### config.mk
export PLATFORM = sky130hd
export DESIGN_NAME = alu_pipe_flat
export DESIGN_NICKNAME = d
export VERILOG_FILES = /design/src/rtl/alu_pipe_if.sv /design/src/rtl/alu_pipe.sv /design/src/flat_wrapper.sv
export SDC_FILE = /design/constraint.sdc
export NUM_CORES = 1
export LEC_CHECK = 0
export BUFFER_PORTS_ARGS = -buffer_cell sky130_fd_sc_hd__buf_2
export CAP_MARGIN = 20
export CORE_ASPECT_RATIO = 0.7
export CORE_MARGIN = 4
export CORE_UTILIZATION = 25
export DETAILED_ROUTE_END_ITERATION = 10
export HOLD_SLACK_MARGIN = 0.02
export PLACE_DENSITY = 0.46
export SLEW_MARGIN = 5
export SYNTH_ARGS = -nofsm -noshare
export SYNTH_HDL_FRONTEND = slang
export SYNTH_SLANG_ARGS = --single-unit
### constraint.sdc
create_clock -name clk -period 11.2 [get_ports clk]
set_input_delay 0.56 -clock clk [delete_from_list [all_inputs] [get_ports clk]]
set_output_delay 0.56 -clock clk [all_outputs]
set_load 0.05 [all_outputs]
### src/rtl/alu_pipe_if.sv
// Operation/result channel between decode and writeback for alu_pipe.
interface alu_pipe_if #(
    parameter int WIDTH = 16
);
    // A beat moves on a channel only in a cycle where valid && ready; the sender
    // holds its payload stable from raising valid until that cycle.
    logic             in_valid;
    logic             in_ready;
    logic [WIDTH-1:0] a;
    logic [WIDTH-1:0] b;
    logic [4:0]       ctrl;
    logic             out_valid;
    logic             out_ready;
    logic [WIDTH-1:0] out;
    logic             ovfl;
    logic             zero;
    logic             neg;

    modport master (
        output in_valid, a, b, ctrl, out_ready,
        input  in_ready, out_valid, out, ovfl, zero, neg
    );

    modport slave (
        input  in_valid, a, b, ctrl, out_ready,
        output in_ready, out_valid, out, ovfl, zero, neg
    );
endinterface

### src/rtl/alu_pipe.sv
// Registered ALU with valid/ready handshake, saturating add/sub and an
// iterative shift-add unsigned multiply (one product bit per cycle).
module alu_pipe #(
    parameter int WIDTH = 16
) (
    input  logic        clk,
    input  logic        rst_n,
    alu_pipe_if.slave   bus,
    output logic [1:0]  dbg_state
);
    localparam int SHW = $clog2(WIDTH);
    localparam int H   = WIDTH / 2;
    localparam logic [SHW-1:0] LAST = SHW'(WIDTH - 1);
    localparam logic [WIDTH-1:0] SAT_MAX = {1'b0, {(WIDTH-1){1'b1}}};
    localparam logic [WIDTH-1:0] SAT_MIN = {1'b1, {(WIDTH-1){1'b0}}};

    typedef enum logic [1:0] {IDLE = 2'd0, MUL = 2'd1, DONE = 2'd2} state_t;

    state_t             state, state_next;
    logic [SHW-1:0]     cnt;
    logic [2*WIDTH-1:0] ma, acc, acc_step;
    logic [WIDTH-1:0]   mb;
    logic               out_valid_q, ovfl_q, zero_q, neg_q;
    logic [WIDTH-1:0]   out_q;

    logic               free, accept, load, load_ovf;
    logic [WIDTH-1:0]   load_res, alu_res, sum, diff;
    logic               alu_ovf, add_ovf, sub_ovf;

    assign free          = !out_valid_q || bus.out_ready;
    assign bus.in_ready  = (state == IDLE) && free;
    assign accept        = bus.in_valid && bus.in_ready;
    assign bus.out_valid = out_valid_q;
    assign bus.out       = out_q;
    assign bus.ovfl      = ovfl_q;
    assign bus.zero      = zero_q;
    assign bus.neg       = neg_q;
    assign dbg_state     = state;

    assign acc_step = acc + (mb[0] ? ma : '0);

    always_comb begin
        sum     = bus.a + bus.b;
        diff    = bus.a - bus.b;
        add_ovf = (bus.a[WIDTH-1] == bus.b[WIDTH-1]) && (sum[WIDTH-1] != bus.a[WIDTH-1]);
        // Operands of differing sign: a-b overflows when the sign flips away from a.
        sub_ovf = (bus.a[WIDTH-1] != bus.b[WIDTH-1]) && (diff[WIDTH-1] != bus.a[WIDTH-1]);
        alu_res = '0;
        alu_ovf = 1'b0;
        case (bus.ctrl)
            5'h00, 5'h0A, 5'h0B: begin alu_res = sum;  alu_ovf = add_ovf; end
            5'h01:               begin alu_res = diff; alu_ovf = sub_ovf; end
            5'h02: alu_res = bus.a & bus.b;
            5'h03: alu_res = bus.a | bus.b;
            5'h04: alu_res = bus.a ^ bus.b;
            5'h05: alu_res = bus.a << bus.b[SHW-1:0];
            5'h06: alu_res = $signed(bus.a) >>> bus.b[SHW-1:0];
            5'h08: alu_res = {bus.a[WIDTH-1:H], bus.b[H-1:0]};
            5'h09: alu_res = {bus.b[H-1:0], bus.a[H-1:0]};
            5'h0C: begin
                alu_res = add_ovf ? (bus.a[WIDTH-1] ? SAT_MIN : SAT_MAX) : sum;
                alu_ovf = add_ovf;
            end
            5'h0D: begin
                alu_res = sub_ovf ? (bus.a[WIDTH-1] ? SAT_MIN : SAT_MAX) : diff;
                alu_ovf = sub_ovf;
            end
            default: begin alu_res = '0; alu_ovf = 1'b0; end
        endcase
    end

    // The last multiply iteration writes the product straight out when the
    // output register is free; DONE only absorbs backpressure.
    always_comb begin
        state_next = state;
        load       = 1'b0;
        load_res   = '0;
        load_ovf   = 1'b0;
        case (state)
            IDLE: begin
                if (accept) begin
                    if (bus.ctrl == 5'h07) begin
                        state_next = MUL;
                    end else begin
                        load     = 1'b1;
                        load_res = alu_res;
                        load_ovf = alu_ovf;
                    end
                end
            end
            MUL: begin
                if (cnt == LAST) begin
                    if (free) begin
                        load       = 1'b1;
                        load_res   = acc_step[WIDTH-1:0];
                        load_ovf   = |acc_step[2*WIDTH-1:WIDTH];
                        state_next = IDLE;
                    end else begin
                        state_next = DONE;
                    end
                end
            end
            DONE: begin
                if (free) begin
                    load       = 1'b1;
                    load_res   = acc[WIDTH-1:0];
                    load_ovf   = |acc[2*WIDTH-1:WIDTH];
                    state_next = IDLE;
                end
            end
            default: state_next = IDLE;
        endcase
    end

    always_ff @(posedge clk or negedge rst_n) begin
        if (!rst_n) begin
            state <= IDLE;
        end else begin
            state <= state_next;
        end
    end

    always_ff @(posedge clk or negedge rst_n) begin
        if (!rst_n) begin
            cnt <= '0;
            ma  <= '0;
            mb  <= '0;
            acc <= '0;
        end else if (state == IDLE && accept && bus.ctrl == 5'h07) begin
            cnt <= '0;
            ma  <= {{WIDTH{1'b0}}, bus.a};
            mb  <= bus.b;
            acc <= '0;
        end else if (state == MUL) begin
            acc <= acc_step;
            ma  <= ma << 1;
            mb  <= mb >> 1;
            cnt <= (cnt == LAST) ? '0 : cnt + SHW'(1);
        end
    end

    always_ff @(posedge clk or negedge rst_n) begin
        if (!rst_n) begin
            out_valid_q <= 1'b0;
            out_q       <= '0;
            ovfl_q      <= 1'b0;
            zero_q      <= 1'b0;
            neg_q       <= 1'b0;
        end else if (load) begin
            out_valid_q <= 1'b1;
            out_q       <= load_res;
            ovfl_q      <= load_ovf;
            zero_q      <= (load_res == '0);
            neg_q       <= load_res[WIDTH-1];
        end else if (bus.out_ready) begin
            out_valid_q <= 1'b0;
        end
    end
endmodule
### src/flat_wrapper.sv
// flat-port wrapper written by rule: the top's interface ports become plain ports
module alu_pipe_flat 
#(
    parameter int WIDTH = 16
)
  (clk, rst_n, dbg_state, bus_in_valid, bus_a, bus_b, bus_ctrl, bus_out_ready, bus_in_ready, bus_out_valid, bus_out, bus_ovfl, bus_zero, bus_neg);
  alu_pipe_if #(.WIDTH(WIDTH)) bus_i ();
  input  logic clk;
  input  logic rst_n;
  output logic [1:0] dbg_state;
  input wire logic [$bits(bus_i.in_valid)-1:0] bus_in_valid;
  input wire logic [$bits(bus_i.a)-1:0] bus_a;
  input wire logic [$bits(bus_i.b)-1:0] bus_b;
  input wire logic [$bits(bus_i.ctrl)-1:0] bus_ctrl;
  input wire logic [$bits(bus_i.out_ready)-1:0] bus_out_ready;
  output wire logic [$bits(bus_i.in_ready)-1:0] bus_in_ready;
  output wire logic [$bits(bus_i.out_valid)-1:0] bus_out_valid;
  output wire logic [$bits(bus_i.out)-1:0] bus_out;
  output wire logic [$bits(bus_i.ovfl)-1:0] bus_ovfl;
  output wire logic [$bits(bus_i.zero)-1:0] bus_zero;
  output wire logic [$bits(bus_i.neg)-1:0] bus_neg;
  assign bus_i.in_valid = bus_in_valid;
  assign bus_i.a = bus_a;
  assign bus_i.b = bus_b;
  assign bus_i.ctrl = bus_ctrl;
  assign bus_i.out_ready = bus_out_ready;
  assign bus_in_ready = bus_i.in_ready;
  assign bus_out_valid = bus_i.out_valid;
  assign bus_out = bus_i.out;
  assign bus_ovfl = bus_i.ovfl;
  assign bus_zero = bus_i.zero;
  assign bus_neg = bus_i.neg;
  alu_pipe #(.WIDTH(WIDTH)) u_core (.clk(clk), .rst_n(rst_n), .bus(bus_i), .dbg_state(dbg_state));
endmodule
==> impl_metrics.ini <==
[outcome]
status = finished clean

[sta]
worstMarginPinSlew_ns = 1.26
post-route-period-util_pct = 62.2
fmax_mhz = 144
fin_setup_tns_ns = 0
skew_ns = 0.0160
rsz0062_at_grt = no
slew_viol_final = 0
setup_viol = 0
period_minus_slack_ns = 6.96
finalHoldViolCount = 0
slew_headroom_pct = 15.5

[drt]
postRouteAntennaNets = 0
drt-met1-wl_um = 22900
top_layer = met4
avgRoutedWirePerCell_um = 23.3
wl_met3_um = 4460
dr.pass1.iters = 5
vias_per_cell = 5.59
wl_met2_um = 16400
drt-initial-drc-count = 1279
dr_total_vias = 10600
finalWirelength_um = 44300
drc = 0

[setup_path]
cp_slowest_stage_delay_ns = 0.95
path_cells = buf_2, clkinv_1, ha_1, o21ba_2, nor4_1, nor3_1, o21ai_0, a21oi_1, o21bai_1, a21oi_1, fa_1, nand3_1, a21o_1, a221o_1, or3_1, a221oi_1, nand3_1, or3_1, o31ai_2
start_kind = input pin
worstPathMaxFanout = 42
cp.required_ns = 11.49
worstSetupPathType = input pin to flip-flop
cp.arrival_ns = 7.25
cp-end-kind = flip-flop
critPathTopFamily = compound AO/OA/AOI/OAI gates
crit_buf_inv = 2
cp_slowest_cell = nor4_1

[grt]
grt_pass1_vias = 9682
grt_max_degree = 61
grt-ovfl-total = 0
grt_pass1_wl_um = 66100
antenna_found_initial = 0
grtUsageTotal_pct = 18.5

[cells_and_area]
final_cell_area_um2 = 11800
drive_above_1_share_pct = 11.3
antennaDiodeCount = 0
area_delta_synth_final_pct = 9.73
layout.nets = 1474

[synth]
syn_inst = 1351
synth_edf_count = 0
synth_cell_types = 87
yosysMostFrequentCell = nand2_1
yosys_warnings = 0
netlist_area_um2 = 10700
netlist_top_cells_area = dfrtp_1, ha_1, nand2_1, nor2_1, o21ai_0
syn_avg_cell_area_um2 = 7.93
async_flop_share_pct = 100
synth.largest_area_cell = dfrtp_1
syn-num-nets = 1479
yosysSeqAreaShare_pct = 24.5
ys_ff_latch = 105
ys.flop_type = dfrtp_1
synth_top_area_share_pct = 24.5
yosys-top-cells-count = nand2_1, nor2_1, dfrtp_1

[floorplanning]
die_w_um = 255
core_um2 = 42300
io_pins = 64
rows = 63
initial_core_util_pct = 25.3
die_area_um2 = 46300
die_y_um = 181

[power]
p_sw_mw = 0.963
cellPowerDensity_nw_per_um2 = 167
leakagePower_nw = 5.17
vdd_drop_max_mv = 0.0930
internal_power_mw = 1.00
combPwrFrac_pct = 48.6
sequentialPowerShare_pct = 33.4
p_clk_share_pct = 17.9
switching_share_pct = 48.9

[clock_tree]
cts_setup_buffers = 0
cts_made_buffers = 9
htreeDepth = 3
cts.reportedPaths.clkPinSlew_ns = 0.09
cts_sinks = 105
post_cts_resized = 0
clkLatencyLatePin_ns = 0.38
ctsLongestPathBuffers = 2
cts_tree = built
cts-root-buf = clkbuf_16
hold_buffers = 0

[flow_run]
drv_cap = 0

[placed_design]
portBuffers = 63
gp_congestion = 0.994
dp_hpwl_um = 34200
placed_area_um2 = 11400

[hold_path]
min_path_type = input pin to asynchronous set/reset pin
[metrics by stage]
step                      setup WS, ns  hold WS (ns)  utilization [%]  power (mW)  std cells
after floorplan                   5.87         0.264                -        1.31       1351
after global placement            4.36         0.461             27.0        1.61       1887
after detailed placement          4.01         0.464             27.0        1.61       1887
after CTS                         4.40         0.230             27.8        1.97       1903
after global routing              3.89         0.269             27.8        2.11       1903
final                             4.24         0.205             27.8        1.97       1903
[final cells by class]
cell class	count	area, µm²
Tap cell	552	691
Timing Repair Buffer	80	445
Multi-Input combinational cell	1096	7480
Fill cell	4564	30600
Inverter	54	203
Clock buffer	9	225
Sequential cell	105	2630
Clock inverter	7	85.1
[power by group through the flow]
stage,sequential [mW],clock (mW),combinational (mW)
6_report,0.658,0.353,0.957
3_5_place_dp,0.663,0,0.950
5_1_grt,0.678,0.379,1.05
2_1_floorplan,0.721,0,0.584
3_3_place_gp,0.658,0,0.951
4_1_cts,0.656,0.365,0.952
[per-layer routing]
metal	vias up	track usage [%]
li1	4916	-
met1	5177	30.1
met2	507	23.2
met3	45	6.00
met4	0	2.93
met5	-	0
[cells by family (layout without fill, tap and decap cells)]
| family | count (synthesis) | in the layout | share of synthesized area (%) |
|---|---|---|---|
| compound gates | 394 | 394 | 25.2 |
| xor+xnor | 55 | 55 | 4.50 |
| fa+ha+maj | 87 | 87 | 10.4 |
| buf+inv | 150 | 150 | 5.97 |
| flops | 105 | 105 | 24.5 |
| mux | 54 | 54 | 7.35 |
| simple gates | 506 | 506 | 22.0 |
[worst reg2reg max path, delay by kind of cell (launching register included)]
| kind | cells | cell delay (ns) |
|---|---|---|
| xor+xnor | 1 | 0.16 |
| simple gates | 2 | 0.55 |
| fa+ha+maj | 2 | 0.70 |
| flops | 1 | 0.51 |
| compound gates | 8 | 2.39 |
[placed cells by master (no fill, tap or decap), types with 13 or more instances in the layout]
| master | count |
|---|---|
| nand2_1 | 205 |
| nor2_1 | 112 |
| dfrtp_1 | 105 |
| ha_1 | 83 |
| o21ai_0 | 80 |
| a21oi_1 | 66 |
| buf_2 | 62 |
| inv_1 | 51 |
| a22oi_1 | 39 |
| xnor2_1 | 37 |
| and2_1 | 34 |
| nor3_1 | 33 |
| a21o_1 | 28 |
| a211oi_1 | 26 |
| mux2i_1 | 22 |
| nand3_1 | 19 |
| xor2_1 | 18 |
| buf_4 | 18 |
| nand4_1 | 17 |
| o22ai_1 | 17 |
| or3_1 | 15 |
| a31oi_1 | 14 |
| mux2_2 | 14 |
| mux4_2 | 14 |
| nor4_1 | 13 |
| o31ai_1 | 13 |
[state kept, by name (all words and copies together), names as in the netlist]
| register | cells |
|---|---|
| u_core.bus.out_valid | 1 |
| u_core.dbg_state | 2 |
| u_core.bus.neg | 1 |
| u_core.ma | 32 |
| u_core.bus.ovfl | 1 |
| u_core.bus.out | 15 |
| u_core.bus.zero | 1 |
| u_core.cnt | 4 |
| u_core.mb | 16 |
| u_core.acc | 32 |
[final timing paths]
check                      slack [ns]    startpoint  cells past startpoint              end
min in group clk                 0.44     bus_b[10]                      3    u_core.mb[10]
hold reg to reg                  0.48  u_core.mb[2]                      2     u_core.mb[2]
setup reg to reg                 6.77  u_core.mb[0]                     13  u_core.bus.ovfl
hold / removal                   0.21         rst_n                      1     u_core.ma[6]
setup / recovery                 4.24      bus_b[1]                     19  u_core.bus.zero
max in group asynchronous        9.67         rst_n                      2     u_core.ma[3]
Power figures use the tool's default switching activity.
